## config.mk

```make
export PLATFORM = sky130hd
export DESIGN_NAME = laser_ctrl
export DESIGN_NICKNAME = d
export VERILOG_FILES = /design/src/rtl/laser_ctrl.sv
export SDC_FILE = /design/constraint.sdc
export NUM_CORES = 1
export LEC_CHECK = 0
export CAP_MARGIN = 0
export CORE_ASPECT_RATIO = 0.6
export CORE_UTILIZATION = 52
export DETAILED_ROUTE_END_ITERATION = 8
export PLACE_DENSITY = 0.79
export SLEW_MARGIN = 20
export SYNTH_ARGS = -nofsm -noshare
export SYNTH_HDL_FRONTEND = slang
export SYNTH_SLANG_ARGS = --single-unit
export TNS_END_PERCENT = 30
```

## constraint.sdc

```tcl
create_clock -name clk -period 3.45 [get_ports clk]
set_input_delay 0.345 -clock clk [delete_from_list [all_inputs] [get_ports clk]]
set_output_delay 0.345 -clock clk [all_outputs]
set_load 0.01 [all_outputs]
```

## src/rtl/laser_ctrl.sv

```systemverilog
// laser_ctrl: fires, moves and retires a single horizontal player laser.
// The laser is drawn through a shared pixel-plot port that is taken with a
// req/grant handshake.
// Optional build macro: LASER_AUTOFIRE_EN. When it is defined, fire in IDLE
// follows the space level. When it is not defined, fire needs a rising edge
// of space.
module laser_ctrl #(
  parameter int unsigned LASER_W = 5,
  parameter int unsigned START_Y = 110,
  parameter int unsigned STEP    = 2
) (
  input  logic       clk,
  input  logic       reset,
  input  logic       space,
  input  logic       frame_tick,
  input  logic [7:0] player_x,
  input  logic       hit,
  input  logic       grant,
  output logic       req,
  output logic [7:0] x,
  output logic [6:0] y,
  output logic [2:0] colour,
  output logic       plot,
  output logic       active
);

  typedef enum logic [2:0] {StIdle, StDraw, StFly, StErase, StMove} state_t;

  localparam logic [2:0] CntLast = 3'(LASER_W - 1);
  localparam logic [7:0] XMax    = 8'(256 - LASER_W);
  localparam logic [6:0] StartY  = 7'(START_Y);
  localparam logic [6:0] StepY   = 7'(STEP);

  localparam logic [2:0] ColEdge  = 3'b100;
  localparam logic [2:0] ColInner = 3'b101;
  localparam logic [2:0] ColBlack = 3'b000;

  state_t     state_q, state_d;
  logic [7:0] lx_q, lx_d;
  logic [6:0] ly_q, ly_d;
  logic [2:0] cnt_q, cnt_d;
  logic       space_q;
  logic       tick_pend_q, tick_pend_d;
  logic       hit_pend_q, hit_pend_d;
  logic       fire;

  logic       req_d, active_d;
  logic [7:0] x_d;
  logic [6:0] y_d;
  logic [2:0] colour_d;

`ifdef LASER_AUTOFIRE_EN
  assign fire = space;
`else
  assign fire = space & ~space_q;
`endif

  // Next-state logic: pixel walks, flight and pending-event bookkeeping.
  always_comb begin
    state_d     = state_q;
    lx_d        = lx_q;
    ly_d        = ly_q;
    cnt_d       = cnt_q;
    tick_pend_d = tick_pend_q;
    hit_pend_d  = hit_pend_q;
    unique case (state_q)
      StIdle: begin
        if (fire) begin
          lx_d        = (player_x > XMax) ? XMax : player_x;
          ly_d        = StartY;
          cnt_d       = 3'd0;
          tick_pend_d = 1'b0;
          hit_pend_d  = 1'b0;
          state_d     = StDraw;
        end
      end
      StDraw, StErase: begin
        // A tick during a walk is kept so the following move is not lost.
        tick_pend_d = tick_pend_q | frame_tick;
        hit_pend_d  = hit_pend_q | hit;
        if (grant) begin
          if (cnt_q == CntLast) begin
            cnt_d   = 3'd0;
            state_d = (state_q == StDraw) ? StFly : StMove;
          end else begin
            cnt_d = cnt_q + 3'd1;
          end
        end
      end
      StFly: begin
        hit_pend_d = hit_pend_q | hit;
        if (hit_pend_q || tick_pend_q || frame_tick) begin
          tick_pend_d = 1'b0;
          state_d     = StErase;
        end
      end
      StMove: begin
        tick_pend_d = tick_pend_q | frame_tick;
        hit_pend_d  = hit_pend_q | hit;
        if (hit_pend_q || (ly_q < StepY)) begin
          state_d = StIdle;
        end else begin
          ly_d    = ly_q - StepY;
          state_d = StDraw;
        end
      end
      default: state_d = StIdle;
    endcase
  end

  // Output values for the next cycle, decoded from the next-state values.
  always_comb begin
    req_d    = (state_d == StDraw) || (state_d == StErase);
    active_d = (state_d != StIdle);
    x_d      = 8'd0;
    y_d      = 7'd0;
    colour_d = ColBlack;
    if (req_d) begin
      x_d = lx_d + {5'd0, cnt_d};
      y_d = ly_d;
      if (state_d == StDraw) begin
        colour_d = ((cnt_d == 3'd0) || (cnt_d == CntLast)) ? ColEdge : ColInner;
      end
    end
  end

  // State, position and output registers.
  always_ff @(posedge clk) begin
    if (reset) begin
      state_q     <= StIdle;
      lx_q        <= 8'd0;
      ly_q        <= 7'd0;
      cnt_q       <= 3'd0;
      space_q     <= 1'b0;
      tick_pend_q <= 1'b0;
      hit_pend_q  <= 1'b0;
      req         <= 1'b0;
      x           <= 8'd0;
      y           <= 7'd0;
      colour      <= 3'd0;
      active      <= 1'b0;
    end else begin
      state_q     <= state_d;
      lx_q        <= lx_d;
      ly_q        <= ly_d;
      cnt_q       <= cnt_d;
      space_q     <= space;
      tick_pend_q <= tick_pend_d;
      hit_pend_q  <= hit_pend_d;
      req         <= req_d;
      x           <= x_d;
      y           <= y_d;
      colour      <= colour_d;
      active      <= active_d;
    end
  end

  // The strobe is the only output that depends on an input in the same cycle.
  assign plot = req & grant;

endmodule

```

# Word-level counts from Yosys, hierarchy flattened
# Index checks and enable logic that the tools add are counted.
# totals
regBits,44
in_bits,14
out_inout_bits,21
wordCells,73
# classes
n_addsub,3
magnitude_cmp,2
eq_ne,10
n_mux,22
n_bitwise,7
n_reduce_logical,17
# op_table
cell,count
$mux W3,8
$mux W8,3
$mux W7,2
$pmux W7 S2,1
$pmux W3 S4,1
$eq A3 B2 Y1 const B,3
$eq A3 B3 Y1 const B,3
$add A8 B3 Y8,1
$gt A8 B8 Y1 const B,1
$lt A7 B2 Y1 const B,1
$sub A7 B2 Y7 const B,1
$eq A3 B1 Y1 const B,2
$logic_not A3 Y1,2
$pmux W3 S2,1
$reduce_bool A3 Y1,2
$reduce_or A3 Y1,2
$logic_or A1 B1 Y1,5
$mux W1,4
$ne A2 B2 Y1 const B,2
$reduce_or A2 Y1,2
$reduce_or A4 Y1,1
$add A3 B1 Y3 const B,1
$not A1 Y1,3
$pmux W1 S3,1
6 further kinds,8

# Logic depth before layout (Yosys ltp)
# Gate-level depths: netlist of run 1.
# logic_depth
ltp_word,9
ltp_mapped,13
mapped_depth_nobuf,12

# Least setup slack after synthesis of run 1
# Ideal clock, no wire load.
# synth_path
kind,register to register
startpoint,reg state_q[1]
endpoint,reg x[4]
setup_ns,0.086
t_arrival_ns,2.606
path_slack_ns,0.758
stages_incl_launch_ff,13
period_less_slack_ns,2.692
cell_sequence,dfxtp_1 -> buf_6 -> or4b_4 -> nor2_8 -> o21ai_2 -> o22a_1 -> ha_1 -> fa_1 -> a21o_1 -> nand2_1 -> xnor2_1 -> nor2_1 -> a211oi_1
# synth_via
word_cells_on_any_way,20
classes_between,1 x add/sub; 6 x eq/ne; 8 x mux; 1 x bitwise; 4 x reduce/logical
# synth_lines
item,line_no,source
from (decl),38,"state_t state_q, state_d;"
from (signal assigned),130,state_q <= StIdle;
from (signal assigned),143,state_q <= state_d;
$logic_not A3 Y1,66,unique case (state_q)
$mux W8,66,
via lx_d[0],39,"logic [7:0] lx_q, lx_d;"
$add A8 B3 Y8,119,"x_d = lx_d + {5'd0, cnt_d};"
to (signal assigned),138,x <= 8'd0;
to (signal assigned),151,x <= x_d;
to (decl),20,"output logic [7:0] x,"
# The timed path passes the listed nets, and every way through them passes these cells.
# A chain may end at the register's enable or synchronous reset.

# Worst setup path after layout of run 1
# Ends and elaborated chain as after synthesis.

==> results of run 1 <==
-- placed cells by master, fill, tap and decap left out, drive strengths merged, types with 2 or more instances in the layout --
cell	n
a21oi	8
dfxtp	43
and2	2
o31ai	3
clkinv	3
xor2	3
buf	5
nand2	16
a22oi	3
and3	5
nand4	2
nor2	31
ha	6
o31a	2
o21ai	11
inv	10
nor2b	8
mux2i	4
nor3b	2
nor4b	3
clkdlybuf4s50	33
xnor2	5
nor3	4
nand2b	2
a211oi	5
nand3	5
clkbuf	5
o22a	2
a21o	3
mux2	2
-- power breakdown --
| part | total [mW] | switching [mW] | internal, mW | leakage (nW) |
|---|---|---|---|---|
| Clock | 0.308 | 0.169 | 0.139 | 0.0477 |
| Sequential | 0.545 | 0.0216 | 0.524 | 0.352 |
| Combinational | 0.176 | 0.0866 | 0.0892 | 0.593 |
| Total | 1.03 | 0.278 | 0.752 | 0.993 |
-- through the flow --
stage / power, mW / cell area [um2] / utilization, % / instances
CTS: 1.03 / 2430 / 70.6 / 293
detailed placement: 0.731 / 2350 / 68.2 / 285
floorplan: 0.661 / 1980 / - / 210
global placement: 0.728 / 2350 / 68.2 / 285
finish: 1.03 / 2430 / 70.6 / 293
global route: 1.09 / 2430 / 70.6 / 293
-- metal layers --
layer  GRT usage [%]  vias up
met2            35.1       60
li1                -      795
met4            7.31        0
met3            6.85        7
met5               0        -
met1            34.2      713
-- cell type report --
type | instances | area share [%]
clock buffer | 5 | 2.83
clock inverter | 3 | 0.618
inverter | 10 | 1.54
multi-input combinational | 149 | 42.2
sequential | 43 | 35.4
tap | 45 | 2.32
timing repair buffer | 38 | 15.1
-- final timing paths --
kind | cells after the start | start | endpoint | slack, ns
max | 11 | state_q[1]$_SDFF_PP0_ | x[4]$_SDFF_PP0_ | 0.46
min | 2 | ly_q[0]$_SDFF_PP0_ | y[0]$_SDFF_PP0_ | 0.44
max reg2reg | 11 | state_q[1]$_SDFF_PP0_ | x[4]$_SDFF_PP0_ | 0.46
min reg2reg | 2 | ly_q[0]$_SDFF_PP0_ | y[0]$_SDFF_PP0_ | 0.44
-- worst min-delay path, stage by stage (launching register included) --
cell	delay [ns]
dfxtp_1	0.30
nand2_1	0.06
nor2_1	0.04
-- sequential cells by signal, summed over array words and instances (netlist names), 2 cells and up --
name     cells
state_q      3
colour       2
ly_q         7
cnt_q        3
y            7
lx_q         8
x            8
-- kinds of logic (layout without fill, tap and decap cells) --
| family | count (synthesis) | in the layout | share of synthesized area [%] |
|---|---|---|---|
| and+or+nand+nor | 85 | 85 | 24.6 |
| DFF | 43 | 43 | 43.5 |
| other | 1 | 1 | 0.190 |
| muxes | 6 | 6 | 3.35 |
| adders and majority gates | 7 | 7 | 4.81 |
| buffers and inverters | 18 | 56 | 4.62 |
| AOI/OAI and AO/OA | 42 | 42 | 15.3 |
| xor gates and xnor gates | 8 | 8 | 3.54 |
==> run_results.csv, run 1 <==
group,metric,value,unit
route,drt_iter0_markers,84,
grt,antenna_found_initial,0,
cts,cts.clk_slew.worst_paths,0.08,ns
logic_synthesis,synth_fp_nets,231,
cts,postCtsHoldBufs,0,
cts,cts_buffer_depth,2,
placement,hpwl,3.12,mm
logic_synthesis,synth_common_cells,"43 x dfxtp_1, 29 x nor2_1, 14 x nand2_1",
worst_setup_path,critical_path_class,"reg2reg",
cts,cts-buffers-inserted,5,
timing,hold_viol_final,0,
logic_synthesis,post-synth-top-area-fraction,43.5,%
finish,area_delta_synth_final,23.0,%
status,status,"completed",
timing,rsz0062_at_grt,"false",
cts,clk-insertion-delay-late,0.29,ns
logic_synthesis,synth_cell_type_count,51,
logic_synthesis,synth_area_leader_cell,"dfxtp_1",
route,wl_met1,2.13,mm
worst_setup_path,crit_buf_inv,0,
timing,finalCriticalPeriod,2.99,ns
cts,ctsResizeCount,0,
timing,worst_slack,0.457,ns
route,top_layer,"met4",
job,maxCapViolations,0,
timing,setup_violations,0,
timing,tns,0,ns
logic_synthesis,ys_seq_area_share,43.5,%
timing,worstMarginPinSlew,0.513,ns
placement,io_buffers,33,
pwr,power_density,423,nW/um2
worst_setup_path,worstPathArrival,3.21,ns
finish,multi_input_area,1020,um2
logic_synthesis,synthFlopType,"dfxtp_1",
worst_setup_path,cp_slowest_cell,"or4b_4",
logic_synthesis,syn_area,1980,um2
grt,grt_pass1_wl,7.33,mm
finish,n_antenna_cell,0,
cts,cts_tree,"done",
worst_setup_path,startpoint_type,"flip-flop",
route,wl,4.31,mm
timing,fin_hold_ws,0.438,ns
floorplan,die_y,49.8,um
timing,clock.fmax,334,MHz
logic_synthesis,synth_edf_count,0,
worst_setup_path,crit_fanout,10,
worst_setup_path,cp_top_family,"simple AND/OR/NAND/NOR gates",
grt,first_global_vias,1569,
route,wl_met3,302,um
finish,layout-drive-gt1-share,12.5,%
floorplan,start_util,57.4,%
logic_synthesis,ys_top_cells_by_area,"dfxtp_1 44%, nor2_1 5.5%, ha_1 3.8%",
placement,gp_congestion,0.907,
logic_synthesis,syn_inst,210,
finish,n_fill_cell,296,
logic_synthesis,synth-async-reset-ratio,0,%
grt,grt_max_degree,26,
floorplan,io_pins,35,
route,firstDrtPassIters,4,
placement,dp_slack,0.184,ns
logic_synthesis,synth-seq-cells,43,
finish,nets,268,
pwr,ir_worst_vdd,269,uV
logic_synthesis,syn_area_per_cell,9.41,um2
timing,slew_headroom,65.8,%
finish,regArea,861,um2
route,num_vias,1575,
logic_synthesis,yosys_warnings,0,
timing,drv_slew,0,
floorplan,dieArea,4060,um2
route,wl_met2,1.84,mm
worst_setup_path,path_cells,"or4b_4 > nor2_8 > o21ai_2 > o22a_1 > ha_1 > fa_1 > a21o_1 > nand2_1 > xnor2_1 > nor2_1 > a211oi_1",
floorplan,rows,16,
timing,finClkSkew,0.00546,ns
cts,post_cts_buffers,0,
cts,root_buffer,"clkbuf_8",
cts,numClockSinks,43,
grt,grt.overflow.total,0,
route,wl_per_cell,14.7,um
floorplan,coreArea,3440,um2
worst_hold_path,hold_class,"reg2reg",
worst_setup_path,required,3.66,ns
floorplan,die_w,81.6,um
worst_setup_path,setup.worst_path.end_class,"flip-flop",
worst_setup_path,cpPeakStageDelay,0.65,ns
route,postRouteAntennaNets,0,
pwr,p_leak,0.993,nW
grt,grt_use_total,24.1,%
route,vias_per_cell,5.38,
route,drc,0,
timing,post-route-period-util,86.8,%
logic_synthesis,synth_most_common_cell,"dfxtp_1",
cts,h-tree-depth,2,
(Power assumes the default switching activity.)
==> inputs of run 2 (changes only) <==
--- a/config.mk
+++ b/config.mk
@@ -7,9 +7,9 @@
 export LEC_CHECK = 0
 export CAP_MARGIN = 0
 export CORE_ASPECT_RATIO = 0.6
-export CORE_UTILIZATION = 52
+export CORE_UTILIZATION = 47
 export DETAILED_ROUTE_END_ITERATION = 8
-export PLACE_DENSITY = 0.79
+export PLACE_DENSITY = 0.75
 export SLEW_MARGIN = 20
 export SYNTH_ARGS = -nofsm -noshare
 export SYNTH_HDL_FRONTEND = slang
==> constraint.sdc (replaced) <==
create_clock -name clk -period 2.46 [get_ports clk]
set_input_delay 0.246 -clock clk [delete_from_list [all_inputs] [get_ports clk]]
set_output_delay 0.246 -clock clk [all_outputs]
set_load 0.01 [all_outputs]
==> run 2 against run 1 <==
Effect of this change:
- total power is 44% higher
- the flow now finishes with violations (negative setup slack)
- die area is 10% higher
- clock skew is 0.0013 ns lower
- utilization is 2.5 points lower
- clock-buffer cell count is 1 higher
- highest routed layer unchanged
- register-to-register slack worse by 0.51 ns
- combinational power is 54% higher
- non-clock buffer count is 21 higher
- hold slack worse by 0.063 ns
- design area is 7.9% higher
- clock power is 48% higher
- largest cell class unchanged
- sequential power is 39% higher
==> run_results.csv, run 2 (synthesis gave the netlist of run 1 again) <==
group,metric,value,unit
worst_setup_path,worstPathArrival,2.72,ns
timing,drv_slew,0,
grt,first_global_vias,1516,
cts,cts_tree,"done",
finish,stdcell_count,325,
cts,root_buffer,"clkbuf_8",
placement,hpwl,3.12,mm
status,status,"finished, violations left",
pwr,p_leak,1.10,nW
job,maxCapViolations,0,
route,top_layer,"met4",
grt,grt_pass1_wl,7.18,mm
timing,worst_slack,-0.0509,ns
status,violations,"negative setup slack",
worst_setup_path,path_cells,"or4b_4 > nor2_8 > o21ai_2 > o22a_1 > ha_2 > fa_2 > a21o_1 > nand2_1 > xnor2_1 > nor2_1 > a211oi_1",
timing,hold_viol_final,0,
cts,clk-insertion-delay-late,0.30,ns
timing,clock.fmax,398,MHz
finish,reg_top3,"lx_q (8), x (8)",
route,wl_met1,2.24,mm
finish,layout-drive-gt1-share,21.3,%
floorplan,die_y,52.2,um
route,postRouteAntennaNets,0,
finish,nets,289,
route,num_vias,1650,
timing,rsz0062_at_grt,"true",
worst_setup_path,cpPeakStageDelay,0.56,ns
grt,grt_use_total,21.5,%
route,drc,0,
cts,cts_buffer_depth,2,
timing,setup_violations,2,
route,drt_iter0_markers,92,
timing,finalCriticalPeriod,2.51,ns
finish,final_common_cell,"dfxtp_1",
route,wl_met2,1.66,mm
timing,finClkSkew,0.00419,ns
worst_setup_path,required,2.67,ns
cts,h-tree-depth,2,
finish,final_core_util,68.1,%
placement,io_buffers,33,
cts,numClockSinks,43,
route,firstDrtPassIters,4,
grt,grt.overflow.total,0,
placement,dp_slack,-0.507,ns
pwr,power_density,567,nW/um2
route,wl_per_cell,12.9,um
grt,grt_max_degree,25,
cts,cts.clk_slew.worst_paths,0.08,ns
worst_hold_path,hold_class,"in2reg",
floorplan,start_util,51.3,%
placement,place_inst,316,
finish,n_antenna_cell,0,
cts,postCtsHoldBufs,0,
placement,gp_congestion,0.853,
worst_setup_path,critical_path_class,"reg2reg",
worst_setup_path,crit_fanout,4,
route,wl_met3,260,um
finish,area_delta_synth_final,32.7,%
worst_hold_path,min_from,"space",
floorplan,coreArea,3850,um2
worst_setup_path,setup.worst_path.end_class,"flip-flop",
floorplan,die_w,85.7,um
worst_setup_path,rr_startpoint,"state_q[1]$_SDFF_PP0_",
worst_setup_path,startpoint_type,"flip-flop",
route,wl,4.20,mm
floorplan,io_pins,35,
floorplan,dieArea,4480,um2
timing,post-route-period-util,102,%
floorplan,rows,17,
worst_setup_path,critPathLaunch,"state_q[1]$_SDFF_PP0_",
worst_setup_path,cp_slowest_cell,"or4b_4",
route,vias_per_cell,5.08,
grt,antenna_found_initial,0,
cts,cts-buffers-inserted,5,
pwr,ir_worst_vdd,304,uV
finish,final_cell_mix,"41 x dfxtp_1, 32 x clkdlybuf4s50_1, 29 x nor2_1",
-- run 2: power by group --
group	internal, mW	switching, mW
Sequential	0.735	0.0246
Clock	0.220	0.236
Combinational	0.143	0.128
Total	1.10	0.389
-- run 2: worst paths after layout --
check,endpoint,slack (ns),depth (start not counted)
max,x[4]$_SDFF_PP0_,-0.05,11
min,space_q$_SDFF_PP0_,0.38,2
max reg2reg,x[4]$_SDFF_PP0_,-0.05,11
min reg2reg,y[0]$_SDFF_PP0_,0.44,2
-- run 2: layout make-up --
class,instances,area (um2)
Clock buffer,6,82.6
Clock inverter,1,5.00
Fill cell,335,1230
Inverter,10,37.5
Multi-Input combinational cell,149,1040
Sequential cell,43,863
Tap cell,57,71.3
Timing Repair Buffer,59,524
-- run 2: critical path: cells and delay by family, from the launching register on --
kind,cells,cell delay (ns)
AND/OR/NAND/NOR,4,0.81
AO/OA/AOI/OAI,4,0.61
adder cells (fa/ha/maj),2,0.54
flip-flops,1,0.35
XOR/XNOR,1,0.11
-- run 2: per-layer routing --
layer	vias up	track usage, %
met3	5	5.35
li1	845	-
met1	745	31.3
met4	0	8.33
met5	-	0
met2	55	30.4
-- run 2: per-stage QoR --
| step | power [mW] | hold WS, ns | cell area (um2) | TNS (ns) |
|---|---|---|---|---|
| floorplan | 0.930 | 0.318 | 1990 | -0.292 |
| global placement | 1.04 | 0.430 | 2510 | -2.09 |
| detailed placement | 1.05 | 0.427 | 2510 | -2.57 |
| CTS | 1.50 | 0.367 | 2620 | -0.185 |
| global route | 1.56 | 0.384 | 2620 | -0.488 |
| finish | 1.49 | 0.376 | 2620 | -0.0880 |
-- run 2: what timing repair did --
item	CTS	global route
pin swaps	5	2
setup buffers	2	0
setup endpoints to repair	5	5
gates resized for setup	3	2
endpoints found under the hold margin	0	0
